$ cat config.mk
export PLATFORM = sky130hd
export DESIGN_NAME = mem_write_trace_buf
export DESIGN_NICKNAME = d
export VERILOG_FILES = /design/src/rtl/mem_write_trace_buf.sv
export SDC_FILE = /design/constraint.sdc
export NUM_CORES = 2
export LEC_CHECK = 0
export ABC_CLOCK_PERIOD_IN_PS = 8550
export CORE_ASPECT_RATIO = 0.5
export CORE_UTILIZATION = 60
export DETAILED_ROUTE_END_ITERATION = 10
export GPL_TIMING_DRIVEN = 1
export MAX_ROUTING_LAYER = met4
export PLACE_DENSITY = 0.77
export SLEW_MARGIN = 10
export SYNTH_ARGS = -nofsm -noshare
export SYNTH_HDL_FRONTEND = slang
export SYNTH_MEMORY_MAX_BITS = 65536
export SYNTH_SLANG_ARGS = --single-unit
$ cat constraint.sdc
create_clock -name Clk -period 8.55 [get_ports Clk]
set_input_delay 0.855 -clock Clk [delete_from_list [all_inputs] [get_ports Clk]]
set_output_delay 0.855 -clock Clk [all_outputs]
set_load 0.02 [all_outputs]
$ cat src/rtl/mem_write_trace_buf.sv
`default_nettype none
// ============================================================================
// mem_write_trace_buf - per-lane RAM write capture merged round-robin into a
//                       timestamped first-word-fall-through trace FIFO.
// Revision: 1.0
// ============================================================================
module mem_write_trace_buf #(
  parameter int NUM_CH = 2,
  parameter int ADDR_W = 16,
  parameter int DATA_W = 16,
  parameter int DEPTH  = 64,
  parameter int TS_W   = 32,
  localparam int CH_W  = (NUM_CH > 1) ? $clog2(NUM_CH) : 1,
  localparam int PTR_W = $clog2(DEPTH),
  localparam int LVL_W = PTR_W + 1
) (
  input  logic                     Clk,
  input  logic                     Reset,
  input  logic                     Enable,
  input  logic [NUM_CH-1:0]        ch_we,
  input  logic [NUM_CH*ADDR_W-1:0] ch_addr,
  input  logic [NUM_CH*DATA_W-1:0] ch_data,
  input  logic                     filt_en,
  input  logic [ADDR_W-1:0]        filt_lo,
  input  logic [ADDR_W-1:0]        filt_hi,
  output logic                     rd_valid,
  input  logic                     rd_ready,
  output logic [CH_W-1:0]          rd_ch,
  output logic [ADDR_W-1:0]        rd_addr,
  output logic [DATA_W-1:0]        rd_data,
  output logic [TS_W-1:0]          rd_ts,
  output logic [LVL_W-1:0]         level,
  output logic [15:0]              drop_cnt
);

  localparam int ENT_W = CH_W + ADDR_W + DATA_W + TS_W;

  logic [TS_W-1:0]   ts_q, ts_d;
  logic [NUM_CH-1:0] hold_v_q, hold_v_d;
  logic [ADDR_W-1:0] hold_addr_q [NUM_CH];
  logic [ADDR_W-1:0] hold_addr_d [NUM_CH];
  logic [DATA_W-1:0] hold_data_q [NUM_CH];
  logic [DATA_W-1:0] hold_data_d [NUM_CH];
  logic [TS_W-1:0]   hold_ts_q   [NUM_CH];
  logic [TS_W-1:0]   hold_ts_d   [NUM_CH];
  logic [CH_W-1:0]   rr_ptr_q, rr_ptr_d;
  logic [PTR_W-1:0]  wr_ptr_q, wr_ptr_d;
  logic [PTR_W-1:0]  rd_ptr_q, rd_ptr_d;
  logic [LVL_W-1:0]  level_q, level_d;
  logic [15:0]       drop_cnt_q, drop_cnt_d;

  logic [ENT_W-1:0]  fifo_mem [DEPTH];

  logic              pop;
  logic              push;
  logic              gnt_found;
  logic [CH_W-1:0]   gnt_idx;
  logic [CH_W:0]     lane_idx;
  logic [16:0]       drop_sum;
  logic [NUM_CH-1:0] hit;
  logic [NUM_CH-1:0] drain;
  logic [NUM_CH-1:0] drop;
  logic [ENT_W-1:0]  push_entry;
  logic [ENT_W-1:0]  head_entry;

  for (genvar i = 0; i < NUM_CH; i++) begin : g_lane
    logic [ADDR_W-1:0] lane_addr;
    assign lane_addr = ch_addr[i*ADDR_W +: ADDR_W];
    assign hit[i]    = Enable & ch_we[i] &
                       (~filt_en | ((filt_lo <= lane_addr) && (lane_addr <= filt_hi)));
    assign drain[i]  = push && (gnt_idx == CH_W'(i));
    // A drained holding register frees up in time to take this cycle's hit.
    assign drop[i]   = hit[i] & hold_v_q[i] & ~drain[i];
  end

  // Round-robin search starts at the lane after the last one pushed.
  always_comb begin
    gnt_found = 1'b0;
    gnt_idx   = '0;
    lane_idx  = '0;
    for (int k = 0; k < NUM_CH; k++) begin
      lane_idx = {1'b0, rr_ptr_q} + (CH_W+1)'(k);
      if (lane_idx >= (CH_W+1)'(NUM_CH)) begin
        lane_idx = lane_idx - (CH_W+1)'(NUM_CH);
      end
      if (!gnt_found && hold_v_q[lane_idx[CH_W-1:0]]) begin
        gnt_found = 1'b1;
        gnt_idx   = lane_idx[CH_W-1:0];
      end
    end
  end

  always_comb begin
    rd_valid   = (level_q != '0);
    pop        = rd_valid & rd_ready;
    push       = gnt_found & ((level_q != LVL_W'(DEPTH)) | pop);
    push_entry = {gnt_idx, hold_addr_q[gnt_idx], hold_data_q[gnt_idx], hold_ts_q[gnt_idx]};
  end

  always_comb begin
    hold_v_d    = hold_v_q;
    hold_addr_d = hold_addr_q;
    hold_data_d = hold_data_q;
    hold_ts_d   = hold_ts_q;
    for (int i = 0; i < NUM_CH; i++) begin
      if (hit[i] && !drop[i]) begin
        hold_v_d[i]    = 1'b1;
        hold_addr_d[i] = ch_addr[i*ADDR_W +: ADDR_W];
        hold_data_d[i] = ch_data[i*DATA_W +: DATA_W];
        hold_ts_d[i]   = ts_q;
      end else if (drain[i]) begin
        hold_v_d[i] = 1'b0;
      end
    end
  end

  always_comb begin
    drop_sum = {1'b0, drop_cnt_q};
    for (int i = 0; i < NUM_CH; i++) begin
      drop_sum = drop_sum + 17'(drop[i]);
    end
    drop_cnt_d = drop_sum[16] ? 16'hFFFF : drop_sum[15:0];
  end

  always_comb begin
    ts_d     = ts_q + TS_W'(1);
    wr_ptr_d = push ? wr_ptr_q + PTR_W'(1) : wr_ptr_q;
    rd_ptr_d = pop  ? rd_ptr_q + PTR_W'(1) : rd_ptr_q;
    level_d  = level_q + LVL_W'(push) - LVL_W'(pop);
    rr_ptr_d = rr_ptr_q;
    if (push) begin
      rr_ptr_d = (gnt_idx == CH_W'(NUM_CH - 1)) ? '0 : gnt_idx + CH_W'(1);
    end
  end

  always_ff @(posedge Clk or posedge Reset) begin
    if (Reset) begin
      ts_q       <= '0;
      hold_v_q   <= '0;
      rr_ptr_q   <= '0;
      wr_ptr_q   <= '0;
      rd_ptr_q   <= '0;
      level_q    <= '0;
      drop_cnt_q <= '0;
      for (int i = 0; i < NUM_CH; i++) begin
        hold_addr_q[i] <= '0;
        hold_data_q[i] <= '0;
        hold_ts_q[i]   <= '0;
      end
    end else begin
      ts_q        <= ts_d;
      hold_v_q    <= hold_v_d;
      hold_addr_q <= hold_addr_d;
      hold_data_q <= hold_data_d;
      hold_ts_q   <= hold_ts_d;
      rr_ptr_q    <= rr_ptr_d;
      wr_ptr_q    <= wr_ptr_d;
      rd_ptr_q    <= rd_ptr_d;
      level_q     <= level_d;
      drop_cnt_q  <= drop_cnt_d;
    end
  end

  // Storage needs no reset: an empty FIFO never exposes its contents.
  always_ff @(posedge Clk) begin
    if (push) begin
      fifo_mem[wr_ptr_q] <= push_entry;
    end
  end

  always_comb begin
    head_entry = fifo_mem[rd_ptr_q];
    rd_ch      = rd_valid ? head_entry[ENT_W-1 -: CH_W]           : '0;
    rd_addr    = rd_valid ? head_entry[TS_W+DATA_W +: ADDR_W]     : '0;
    rd_data    = rd_valid ? head_entry[TS_W +: DATA_W]            : '0;
    rd_ts      = rd_valid ? head_entry[TS_W-1:0]                  : '0;
    level      = level_q;
    drop_cnt   = drop_cnt_q;
  end

endmodule
`default_nettype wire

==> After elaboration in Yosys (flattened, before gate mapping) <==
Memories as Yosys holds them, arrays and structs flattened.
Cells that the tools add are included.
{ "totals": {"latchBits": 0, "wordCells": 98, "output_inout_bits": 89, "inputBits": 103, "ramBits": 4160, "n_memories": 1, "mem_bits_ro": 0, "register_bits": 198} }
{ "mem_list": {"columns": ["name", "depth", "word_bits", "rd", "rd_clocked_by_memory_dff", "write_ports", "line", "rtl"], "rows": [
  ["fifo_mem", 64, 65, 1, 0, 1, "52", "logic [ENT_W-1:0] fifo_mem [DEPTH];"]
]} }
{ "classes": {"div": 0, "n_eq_ne": 1, "shift": 0, "bitwise_logic": 18, "reduce_logical": 13, "n_lt_le_gt_ge": 9, "addsub": 11, "n_mul": 0, "muxes": 31} }
{ "ops": {"columns": ["op", "count"], "rows": [
  ["$mux 16", 9],
  ["$mux 32", 4],
  ["$le 16x16->1", 4],
  ["$add 32x1->32 const B", 1],
  ["$mux 1", 18],
  ["$add 16x1->17", 1],
  ["$add 17x1->17", 1],
  ["$add 6x1->6 const B", 2],
  ["$and 1x1->1", 10],
  ["$add 7x1->7", 1],
  ["$logic_and 1x1->1", 7],
  ["$ne 7x7->1 const B", 1],
  ["$reduce_bool 7->1", 1],
  ["$sub 7x1->7", 1],
  ["$ge 2x2->1 const B", 2],
  ["$lt 1x2->1 const B", 2],
  ["$not 1->1", 4],
  ["$reduce_bool 2->1", 2],
  ["$logic_not 1->1", 3],
  ["$or 1x1->1", 3],
  ["$add 1x1->2 const B", 1],
  ["$ge 1x2->1 const B", 1],
  ["$not 1->2", 1],
  ["$sub 1x1->1 const B", 2],
  ["$add 1x1->1 const B", 1]
]} }

==> Longest topological paths before layout <==
{ "depth": {"ltp_word": 15, "ltp_mapped": 18, "mapped_depth_nobuf": 17} }

==> Worst setup path before layout <==
OpenSTA, ideal clock, no wires.
{ "synth_timing": {"path_type": "register to register", "from": "register level_q[2], in the netlist level[2]", "to": "memory fifo_mem[59][0] (netlist bit) (enable)", "path_slack_ns": 3.403, "arrival_ns": 4.658, "synth_period_minus_slack_ns": 5.147, "path_buffers": 1, "stages_incl_launch_ff": 11, "t_required_ns": 8.061, "setup_time_ns": 0.489, "cell_sequence": "dfrtp_1 -> inv_1 -> ha_1 -> nor4bb_1 -> nand3b_1 -> o21a_1 -> clkbuf_1 -> inv_1 -> nor2_1 -> nand3_1 -> nor2_1"} }
{ "synth_via": {"elab_chain_len": 6, "elab_cells_between_ends": 7, "classes_between": "eq/ne (1); mux (2); bitwise (3); reduce/logical (1)"} }
{ "synth_rtl": {"columns": ["element", "line", "rtl"], "rows": [
  ["start: declaration", "49", "logic [LVL_W-1:0] level_q, level_d;"],
  ["start signal: assignment", "159", "level_q <= level_d;"],
  ["$reduce_bool 7->1", "94", "rd_valid = (level_q != '0);"],
  ["$and 1x1->1", "95", "pop = rd_valid & rd_ready;"],
  ["$or 1x1->1 (*)", "96", "push = gnt_found & ((level_q != LVL_W'(DEPTH)) | pop);"],
  ["$and 1x1->1 (*)", "96", null],
  ["$mux 1 (*)", "166", "if (push) begin"],
  ["$mux 1 (implied by the code) (*)", "167", "fifo_mem[wr_ptr_q] <= push_entry;"],
  ["end: declaration", "52", null]
]} }
Mark *: on every way between the ends. The rest lies on a longest branch, timed or not.

==> Worst setup path in the final report <==
{ "layout_timing": {"from": "register rd_ptr_q[1]", "to": "output port rd_addr[14]"} }
{ "layout_via": {"elab_chain_len": 2} }
{ "layout_rtl": {"columns": ["element", "line", "rtl"], "rows": [
  ["start: declaration", "48", "logic [PTR_W-1:0] rd_ptr_q, rd_ptr_d;"],
  ["start signal: assignment", "158", "rd_ptr_q <= rd_ptr_d;"],
  ["$mem_v2 64x65", null, null],
  ["$mux 16", "174", "rd_addr = rd_valid ? head_entry[TS_W+DATA_W +: ADDR_W] : '0;"],
  ["end: declaration", "29", "output logic [ADDR_W-1:0] rd_addr,"]
]} }
No other way between the ends.

==> flow_summary.ini <==
[status]
status = finished clean

[routing]
drt-pass1-iter-count = 6
via_per_inst = 7.323
drc = 0
wire_per_inst_um = 41.80
drt_wl_total_um = 481600
drtIter0Drc = 15830
ant_nets = 0
vias = 84360

[global_route]
gr-total-overflow = 0
grt_util_all_layers_pct = 35.31
antenna_found_initial = 15
grt_pass1_vias = 85350
grt_max_degree = 164
grt_first_pass_wirelength_um = 666600

[cts]
cts_buffer_depth = 4
htree_levels = 5
cts_resized = 0
cts.sinks = 4358
clock_latency_ps = 960
cts_made_buffers = 362
hold_buffers = 0
cts-root-buf = clkbuf_16
cts_setup_buffers = 0
clk_pin_slew_ps = 70
cts_tree = built

[timing]
maxSlewViolCount = 0
whs_ps = 480.8
rsz0062_at_grt = false
finalCritPeriodShare_pct = 74.18
postLayoutSetupSlackWorst_ps = 2208
finalSetupTns_ps = 0
skew_ps = 88.07
slew_headroom_pct = 9.657
setup_viol = 0
finalHoldViolCount = 0
fmax_ghz = 0.1577
post-route-min-period_ps = 6342
worstMarginPinSlew_ps = 1355

[synthesis]
async_flop_share_pct = 4.543
syn_avg_cell_area_um2 = 23.79
synthesis.area_um2 = 168300
syn_nets = 7255
ys_seq_area_share_pct = 77.17
ys.flop_type = edfxtp_1
synth_edf_count = 4160
yosys_register_bits = 4358
synth.distinct_cells = 60
yosys_warnings = 0
synthCells = 7073

[critical_path]
crit_path_end_kind = output port
r2r-end = fifo_mem[37][35]
path_max_fanout = 47
cp_slowest_cell = dfrtp_4
reg2reg_depth = 8
cp.arrival_ps = 5490
max_stage_delay_ps = 1130
cp_cell_sequence = buf_4, buf_4, mux4_2, mux4_2, a22oi_1, nand2_1, clkdlybuf4s50_1
path_class = reg2out
cp-start-kind = flop
required_ps = 7700
r2r_setup_slack_ps = 3750
r2r_start = level[2]

[job]
maxCapViolCount = 0

[die]
core-area_um2 = 278900
die_w_um = 751.0
floorplan.rows = 137
die_y_um = 376.5
die-area_um2 = 282700
start_util_pct = 60.34
num_io_pins = 192

[power_and_ir_drop]
leakagePower_uw = 0.05823
peakVddDrop_uv = 397.6
power_density_nw_per_um2 = 316.3

[cells_and_area]
drive_above_1_share_pct = 28.71
final_common_cell = edfxtp_1
fillCellCount = 16000
area_growth_pct = 11.42
final_cell_mix = 4160 x edfxtp_1, 1263 x mux4_2, 367 x clkbuf_16
fin_nets = 7644
design_area_um2 = 187500

[placed_design]
hpwl_um = 230700
place_worst_setup_slack_ps = 3234
postPlaceCellArea_um2 = 175800
gp_congestion = 0.8395
io_buffers = 191

[worst_hold_path]
holdCritPathClass = in2async
## registers in the layout, indices dropped and copies added (netlist names)
register / flops
drop_cnt: 16
fifo_mem: 4160
hold_addr_q: 32
hold_data_q: 32
hold_ts_q: 64
hold_v_q: 2
level: 7
rd_ptr_q: 6
rr_ptr_q: 1
ts_q: 32
wr_ptr_q: 6
## layout make-up
| cell class | instances | area, um2 | area share (%) |
|---|---|---|---|
| antenna | 9 | 22.52 | 0.01201 |
| multi-input combinational | 2227 | 36820 | 19.64 |
| sequential | 4358 | 129900 | 69.27 |
| timing repair buffer | 387 | 3934 | 2.098 |
| clock buffer | 460 | 9677 | 5.161 |
| tap | 3753 | 4696 | 2.504 |
| inverter | 126 | 483.0 | 0.2576 |
| clock inverter | 200 | 1982 | 1.057 |
## report_power, final
part	total (uW)	switching [uW]	internal, uW
sequential	25700	479	25200
clock	17000	7980	9030
combinational	16600	9720	6880
## cell families (layout without fill, tap and decap cells)
logic type | after synthesis | in the layout | share of synthesized area (%)
adders and majority gates | 79 | 79 | 0.5963
other | 0 | 9 | 0
and+or+nand+nor | 320 | 320 | 0.9405
buffers and inverters | 488 | 1173 | 1.272
DFF | 4358 | 4358 | 77.17
AOI/OAI and AO/OA | 279 | 279 | 1.178
muxes | 1496 | 1496 | 18.57
xor gates and xnor gates | 53 | 53 | 0.2758
## how the worst max path moves through the flow
stage / endpoint / start / depth (start not counted)
after floorplan: drop_cnt[0] / Reset / 1
after global placement: drop_cnt[10] / ch_addr[21] / 16
after detailed placement: drop_cnt[6] / ch_addr[23] / 16
after CTS: rd_addr[14] / rd_ptr_q[1] / 7
after global routing: rd_addr[14] / rd_ptr_q[1] / 7
final: rd_addr[14] / rd_ptr_q[1] / 7
## routing by layer
layer	vias up	part of all wire, %	wire, um	global-route usage, %
met4	0	4.7	22830	13.73
met3	1422	16	77000	10.06
met5	-	0	0	-
li1	30950	-	-	-
met2	8087	46	219800	51.52
met1	43900	34	161900	48.15
## worst max-delay path: cells and delay by family (launching register included)
kind	cells	cell delay, ps
flip-flops	1	1130
buffers and inverters	3	1930
AND/OR/NAND/NOR	1	200
AO/OA/AOI/OAI	1	310
multiplexers	2	900
## synth_stat cells (all sizes together) (3+ instances only)
library cell	n	area share (%)
nand3b	7	0.031
a2111oi	3	0.016
xor2	16	0.083
a31oi	4	0.015
nand3	30	0.092
and2	3	0.011
clkbuf	192	0.43
ha	77	0.57
a21o	5	0.022
mux4	1263	17
nor2b	42	0.16
nand4	28	0.10
xnor2	37	0.19
and3	7	0.026
a21oi	67	0.20
o22ai	28	0.10
inv	126	0.28
dfrtp	198	2.9
edfxtp	4160	74
a22oi	72	0.32
nor2	88	0.20
buf	170	0.56
o211ai	5	0.025
mux2	193	1.4
o21ai	14	0.042
a211oi	39	0.17
mux2i	40	0.24
and4	4	0.021
a221o	28	0.17
nand2	84	0.19
or2	5	0.019
nor3	5	0.015
nand2b	6	0.022
## metrics by stage
| step | power [uW] | instances | utilization (%) |
|---|---|---|---|
| after floorplan | 36710 | 7073 | - |
| after global routing | 60610 | 11520 | 67.23 |
| after global placement | 42010 | 10850 | 63.03 |
| final | 59310 | 11520 | 67.23 |
| after CTS | 59200 | 11510 | 67.21 |
| after detailed placement | 42250 | 10850 | 63.03 |
Power figures use the tool's default switching activity.
